===== config.mk =====
export PLATFORM = sky130hd
export DESIGN_NAME = serial_subtractor
export DESIGN_NICKNAME = d
export VERILOG_FILES = /design/src/rtl/serial_arith_pkg.sv /design/src/rtl/half_subtractor.sv /design/src/rtl/serial_subtractor.sv
export SDC_FILE = /design/constraint.sdc
export NUM_CORES = 1
export LEC_CHECK = 0
export ABC_CLOCK_PERIOD_IN_PS = 1300
export BUFFER_PORTS_ARGS = -buffer_cell sky130_fd_sc_hd__clkbuf_2
export CAP_MARGIN = 15
export CORE_ASPECT_RATIO = 0.5
export CORE_MARGIN = 3
export CORE_UTILIZATION = 42
export CTS_BUF_LIST = sky130_fd_sc_hd__clkbuf_4
export CTS_CLUSTER_SIZE = 16
export DETAILED_ROUTE_END_ITERATION = 16
export PLACE_DENSITY = 0.73
export RECOVER_POWER = 25
export SYNTH_ARGS = -nofsm -noshare
export SYNTH_HDL_FRONTEND = slang
export SYNTH_HIERARCHICAL = 1
export SYNTH_SLANG_ARGS = --single-unit

===== constraint.sdc =====
create_clock -name clk -period 1.3 [get_ports clk]
set_input_delay 0.13 -clock clk [delete_from_list [all_inputs] [get_ports clk]]
set_output_delay 0.13 -clock clk [all_outputs]
set_load 0.03 [all_outputs]

===== src/rtl/serial_arith_pkg.sv =====
// Shared types for the bit-serial arithmetic blocks.
// Holds the controller state encoding and the default operand width.
package serial_arith_pkg;

    localparam int DEFAULT_WIDTH = 8;

    typedef enum logic [1:0] {
        IDLE = 2'd0,
        BUSY = 2'd1,
        DONE = 2'd2
    } state_t;

endpackage


===== src/rtl/half_subtractor.sv =====
// One-bit half subtractor: difference and borrow of x - y.
// Two of these plus an OR make a full-subtractor cell.
module half_subtractor (
    input  logic x,
    input  logic y,
    output logic d,
    output logic b
);

    assign d = x ^ y;
    assign b = ~x & y;

endmodule


===== src/rtl/serial_subtractor.sv =====
// Bit-serial unsigned subtractor, LSB first, one bit per clock.
// Valid/ready handshakes on both the operand and the result side.
module serial_subtractor
    import serial_arith_pkg::*;
#(
    parameter int WIDTH = DEFAULT_WIDTH
) (
    input  logic             clk,
    input  logic             rst_n,
    input  logic             start_valid,
    output logic             start_ready,
    input  logic [WIDTH-1:0] a_in,
    input  logic [WIDTH-1:0] b_in,
    output logic             res_valid,
    input  logic             res_ready,
    output logic [WIDTH-1:0] diff,
    output logic             borrow_out
);

    localparam int CW = $clog2(WIDTH);
    localparam logic [CW-1:0] LAST_BIT = CW'(WIDTH - 1);

    state_t           state_q;
    logic [WIDTH-1:0] a_q;
    logic [WIDTH-1:0] b_q;
    logic [WIDTH-1:0] res_q;
    logic [WIDTH-1:0] res_d;
    logic [WIDTH-1:0] diff_q;
    logic [CW-1:0]    cnt_q;
    logic             borrow_q;
    logic             borrow_d;
    logic             borrow_out_q;
    logic             start_ready_q;
    logic             res_valid_q;

    logic hsDiff;
    logic hsBorrowAB;
    logic hsBorrowIn;
    logic bitDiff;

    half_subtractor u_hs_ab (
        .x (a_q[0]),
        .y (b_q[0]),
        .d (hsDiff),
        .b (hsBorrowAB)
    );

    half_subtractor u_hs_bin (
        .x (hsDiff),
        .y (borrow_q),
        .d (bitDiff),
        .b (hsBorrowIn)
    );

    // New bits enter at the MSB so that after WIDTH shifts bit 0 sits at res[0].
    assign borrow_d = hsBorrowAB | hsBorrowIn;
    assign res_d    = {bitDiff, res_q[WIDTH-1:1]};

    always_ff @(posedge clk or negedge rst_n) begin
        if (!rst_n) begin
            state_q       <= IDLE;
            a_q           <= '0;
            b_q           <= '0;
            res_q         <= '0;
            diff_q        <= '0;
            cnt_q         <= '0;
            borrow_q      <= 1'b0;
            borrow_out_q  <= 1'b0;
            start_ready_q <= 1'b1;
            res_valid_q   <= 1'b0;
        end else begin
            case (state_q)
                IDLE: begin
                    if (start_valid) begin
                        a_q           <= a_in;
                        b_q           <= b_in;
                        res_q         <= '0;
                        cnt_q         <= '0;
                        borrow_q      <= 1'b0;
                        start_ready_q <= 1'b0;
                        state_q       <= BUSY;
                    end
                end
                BUSY: begin
                    a_q      <= a_q >> 1;
                    b_q      <= b_q >> 1;
                    res_q    <= res_d;
                    borrow_q <= borrow_d;
                    cnt_q    <= cnt_q + 1'b1;
                    // Visible outputs only change when the full result is known.
                    if (cnt_q == LAST_BIT) begin
                        diff_q       <= res_d;
                        borrow_out_q <= borrow_d;
                        res_valid_q  <= 1'b1;
                        state_q      <= DONE;
                    end
                end
                DONE: begin
                    if (res_ready) begin
                        res_valid_q   <= 1'b0;
                        start_ready_q <= 1'b1;
                        state_q       <= IDLE;
                    end
                end
                default: begin
                    res_valid_q   <= 1'b0;
                    start_ready_q <= 1'b1;
                    state_q       <= IDLE;
                end
            endcase
        end
    end

    assign start_ready = start_ready_q;
    assign res_valid   = res_valid_q;
    assign diff        = diff_q;
    assign borrow_out  = borrow_out_q;

endmodule


== Yosys cells after proc, flatten, opt, wreduce, memory -nomap -nowiden ==
Cells that the tools add are included.
Widths: inputs -> output; s select.

* Register bits: 41
* Input bits: 20
* Output and inout bits: 11

* Add/sub/neg operators: 1
* Equal/unequal tests: 6
* Muxes and demuxes: 19
* Bitwise operators: 9
* Reductions and logical operators: 7

{| class="wikitable"
|+ Operators with widths
! operator !! number
|-
| $pmux 8 s2 || 3
|-
| $mux 8 || 3
|-
| $reduce_and 3->1 || 3
|-
| $mux 2 || 3
|-
| $ne 2x2->1 const B || 3
|-
| $pmux 1 s3 || 2
|-
| $pmux 2 s3 || 1
|-
| $pmux 3 s2 || 1
|-
| $mux 1 || 4
|-
| $not 1->1 || 4
|-
| $reduce_and 2->1 || 2
|-
| $add 3x1->3 const B || 1
|-
| $eq 3x3->1 const B || 1
|-
| $mux 3 || 1
|-
| $and 1x1->1 || 2
|-
| $eq 2x1->1 const B || 1
|-
| $eq 2x2->1 const B || 1
|-
| $logic_not 2->1 || 1
|-
| $pmux 1 s2 || 1
|-
| $reduce_bool 2->1 || 1
|-
| $xor 1x1->1 || 2
|-
| $or 1x1->1 || 1
|}

== Longest topological paths before layout ==
* Depth after elaboration: 5
* Depth in mapped cells: 7
* Mapped depth without buffers: 7

== By module ==
Netlist, hierarchy kept.

{| class="wikitable"
|+ Modules (own cells, without submodules)
! module !! instances !! cells an instance !! area an instance (um^2) !! seq. area each (um^2)
|-
| serial_subtractor || 1 || 159 || 1903.1 || 1002.2
|-
| half_subtractor || 2 || 3 || 20.0 || 0.0
|}

== Least setup slack after synthesis ==
No wires, ideal clock.

* Path type: flip-flop to flip-flop
* From: reg cnt_q[0]
* To: reg diff_q[1] (netlist: diff[1])
* Setup time: 0.125 ns
* Data arrival time: 1.309 ns
* Data required time: 1.175 ns
* Setup slack: -0.134 ns
* Stages on the path, launching flop included: 6
* Buffers on the path: 1
* Clock period less this slack: 1.434 ns
* Path through: dfrtp_1 > ha_1 > ha_1 > nand3b_4 > buf_6 > mux2_4

* Cells in the longest elaborated chain, start to end: 2

{| class="wikitable"
|+ RTL lines
! element !! RTL line !! RTL
|-
| from (decl) || serial_subtractor.sv:29 || <nowiki>logic [CW-1:0] cnt_q;</nowiki>
|-
| from (signal assigned) || serial_subtractor.sv:89 || <nowiki>cnt_q <= cnt_q + 1'b1;</nowiki>
|-
| $eq 3x3->1 || serial_subtractor.sv:91 || <nowiki>if (cnt_q == LAST_BIT) begin</nowiki>
|-
| $reduce_and 2->1 (no line) || n/a ||
|-
| to (signal assigned) || serial_subtractor.sv:92 || <nowiki>diff_q <= res_d;</nowiki>
|-
| to (decl) || serial_subtractor.sv:28 || <nowiki>logic [WIDTH-1:0] diff_q;</nowiki>
|}

Every way passes these cells.
A chain may end at the register's enable or synchronous reset.

== Worst setup path after layout ==
* From: reg a_q[0]
* To: reg diff_q[7] (netlist: diff[7])

* Cells in the longest elaborated chain, start to end: 2

{| class="wikitable"
|+ RTL lines
! element !! RTL line !! RTL
|-
| from (decl) || serial_subtractor.sv:24 || <nowiki>logic [WIDTH-1:0] a_q;</nowiki>
|-
| from (signal assigned) || serial_subtractor.sv:75 || <nowiki>a_q <= a_in;</nowiki>
|-
| from (signal assigned) || serial_subtractor.sv:85 || <nowiki>a_q <= a_q >> 1;</nowiki>
|-
| $xor 1x1->1 || half_subtractor.sv:10 || <nowiki>assign d = x ^ y;</nowiki>
|-
| net hsDiff || serial_subtractor.sv:36 || <nowiki>logic hsDiff;</nowiki>
|-
| $xor 1x1->1 || half_subtractor.sv:10 ||
|-
| net bitDiff || serial_subtractor.sv:39 || <nowiki>logic bitDiff;</nowiki>
|}

The timed path passes the listed nets, and every way through them passes these cells.

==> key figures <==
Detailed routing
  – Routed Antenna Nets: 0
  – Detailed-route DRC error count: 0
  – Initial DRC count: 52
  – Wire length per cell: 14.30 µm
  – Routed wire length: around 3800 µm
  – DR vias/cell: ~5.4
  – Pre-antenna DRT Iters: 4
  – Via Count: between 1000 and 1500

Place
  – IO buf count: 30
  – Final RePlAce weighted congestion: about 0.76
  – Detailed placer's ending HPWL: roughly 2600 µm
  – DP Worst Slack: -115.9 ps

Clock tree
  – CTS Buf Count: 5
  – Clock transition at path regs: 110 ps
  – Skew-Pair Late Insertion Delay: approximately 340 ps
  – Root Buffer: clkbuf_4
  – Max Root-Sink Buffers: 2
  – Clock sink count: 40
  – CTS tree: yes
  – H-tree Lvls: 2

Run
  – Max-cap violations: 0

Run status
  – Failing checks: negative setup slack
  – Outcome: finished, violations left

Setup path
  – Setup crit start kind: register
  – Most frequent cell on the critical path: inv_1
  – WP data arrival: 1660 ps
  – CP max-delay cell: dfrtp_1
  – Worst r2r path cells: 7
  – CP cell instances: inv_1 -> ha_1 -> inv_1 -> inv_1 -> ha_1 -> inv_1 -> mux2_4
  – WP data required: approximately 1500 ps
  – Crit path max-delay family: adder cells
  – Worst r2r src: a_q[0]
  – R2R Setup Slk: -120 ps
  – Slowest stage delay, CP: ~360 ps
  – Buffers & Inverters on Critical Path: 4
  – CP endpoint kind: register
  – Max FO, Critical Path: 2
  – Crit path depth: 7
  – Critical path class: reg2reg
  – Critical R2R Capture: diff[7]

Timing
  – Fmax: ~700 MHz
  – Max Clock Skew: a little under 9 ps
  – Final worst path period need: approximately 1400 ps
  – Worst setup margin: -124.8 ps
  – Final Max Tran Viols: 0
  – Setup violation total in the final timing report: 9
  – Fin. Hold Viols: 0
  – Worst relative slew slack: 0.4195
  – Tcrit/Tclk final: 1.096
  – Actual slew at the worst max-slew pin: between 800 and 900 ps
  – RSZ-0062 raised after global routing: yes

Yosys
  – Ys async rst share: 1.000
  – Cell Area, Synth: 1943 µm²
  – Ys Warns: 6
  – Post-synth top flop: dfrtp_1
  – Post-synthesis register bit count: 40
  – Syn Inst Count: 165
  – Synthesized area per cell: between 10 and 15 µm²
  – Post-synth EDFFs: 0
  – Seq/Total Area, Yosys: 0.5158
  – Netlist cell types: 29
  – Synthesized Nets: between 150 and 200

Final layout
  – Area delta synth->final: 22.67%
  – Filler cells: approximately 360
  – Most frequent cells in the layout: dfrtp_1, clkbuf_2, nor3_2
  – Ant diodes: 0
  – Final nets: 234
  – Share of post-route cells with drive strength above 1: 0.4762
  – Most common cell after layout, fill and taps aside: dfrtp_1
  – Area of the multi-input gates: roughly 890 µm²
  – Post-layout util: 0.5724
  – Seq. cell area: ~1000 µm²

Floorplanning
  – Die Wd: around 100 µm
  – Ports: 31
  – Die area: 5528 µm²
  – Die Ht: 54.10 µm
  – Placeable Area: between 4000 and 5000 µm²
  – Row count: 16
  – Starting Density: 0.4666

Power
  – Power Density: between 2000 and 2500 nW/µm²
  – P_leak: ~1.1 nW
  – Worst vdd ir: ~650 µV

GRT
  – Global Route met1 Usage: 0.2011
  – Met2 usage: 0.2548
  – First-pass GRT wire length: 6568 µm
  – Vias in the first global route: around 1500
  – Most used routing layer: met2
  – Initial antenna violation count: 0
  – Tot GR Track Use: 0.1523
  – Largest net degree at the start of global routing: around 40
  – Total grt overflow: 0
  – GR Layer Usage met3: 0.03881

Min path
  – Hold crit path type: in2reg
  – Hold Crit Depth: 3
  – HP Start: a_in[7]
  – WHS Endpoint: a_q[7]
==> cells in the mapped netlist, drive strengths merged (2+ instances only) <==
cell type | instances | area share
dfrtp | 39 | 0.50
nor3 | 33 | 0.14
buf | 14 | 0.052
o22ai | 14 | 0.045
a22o | 9 | 0.041
nor2 | 9 | 0.017
mux2 | 8 | 0.060
o21ai | 8 | 0.021
inv | 6 | 0.012
nand2 | 6 | 0.012
ha | 4 | 0.026
o32ai | 3 | 0.014
nand2b | 2 | 0.010
nor2b | 2 | 0.0064
==> worst min-delay path, cell delays in order <==
cell	delay [ps]
clkbuf_2	80
nand2_1	40
o21ai_0	60
==> registers in the layout, indices dropped and copies added (netlist names), 2 cells and up <==
signal	cells
cnt_q	3
a_q	8
state_q	2
b_q	8
res_q	7
diff	8
==> stage by stage <==
stage | power (mW) | hold slack (ps) | setup TNS (ps) | area [µm²] | std cells
2_1_floorplan | 4.094 | -165.6 | -386.9 | 1962 | 165
3_3_place_gp | 4.696 | 117.3 | -546.9 | 2246 | 251
3_5_place_dp | 4.821 | 116.9 | -1487 | 2246 | 251
4_1_cts | 5.531 | 4.120 | -349.9 | 2361 | 263
5_1_grt | 5.989 | 7.618 | -924.5 | 2384 | 264
6_report | 5.573 | 13.60 | -514.8 | 2384 | 264
==> report_power, final <==
group	internal, mW	switching, mW
Combinational	1.32	1.41
Sequential	1.83	0.426
Clock	0.220	0.376
==> area by class of cell <==
| type | count | share of cell area |
|---|---|---|
| Clock buffer | 6 | 0.01890 |
| Sequential cell | 40 | 0.4215 |
| Timing Repair Buffer | 51 | 0.1475 |
| Clock inverter | 1 | 0.002100 |
| Inverter | 6 | 0.009449 |
| Tap cell | 54 | 0.02835 |
| Multi-Input combinational cell | 106 | 0.3722 |
==> repair_timing <==
action,CTS,global route
endpoints found under the setup margin,20,20
gates cloned,1,0
endpoints found under the hold margin,41,0
hold buffers,2,0
buffers inserted,2,1
pin swaps,3,2
resized for setup,4,10
==> logic make-up after synthesis <==
logic type / count (synthesis) / share of synthesized area
compound gates: 38 / 0.1346
mux: 9 / 0.06503
simple gates: 54 / 0.1957
fa+ha+maj: 4 / 0.02576
flops: 40 / 0.5158
buf+inv: 20 / 0.06310
==> worst max-delay path by stage <==
stage	from	endpoint	slack, ps
floorplan	a_q[0]	diff[7]	-90
global placement	a_q[0]	diff[7]	-90
detailed placement	a_q[0]	diff[7]	-120
CTS	a_q[0]	diff[7]	-120
global route	a_q[0]	diff[7]	-190
finish	a_q[0]	diff[7]	-120
==> layer usage <==
layer / wire length [µm] / vias to the layer above
li1: - / 690
met1: 1796 / 689
met2: 1817 / 33
met3: 151 / 2
met4: 10 / 0
met5: 0 / -
No activity file was read; power rests on OpenSTA's default activity.
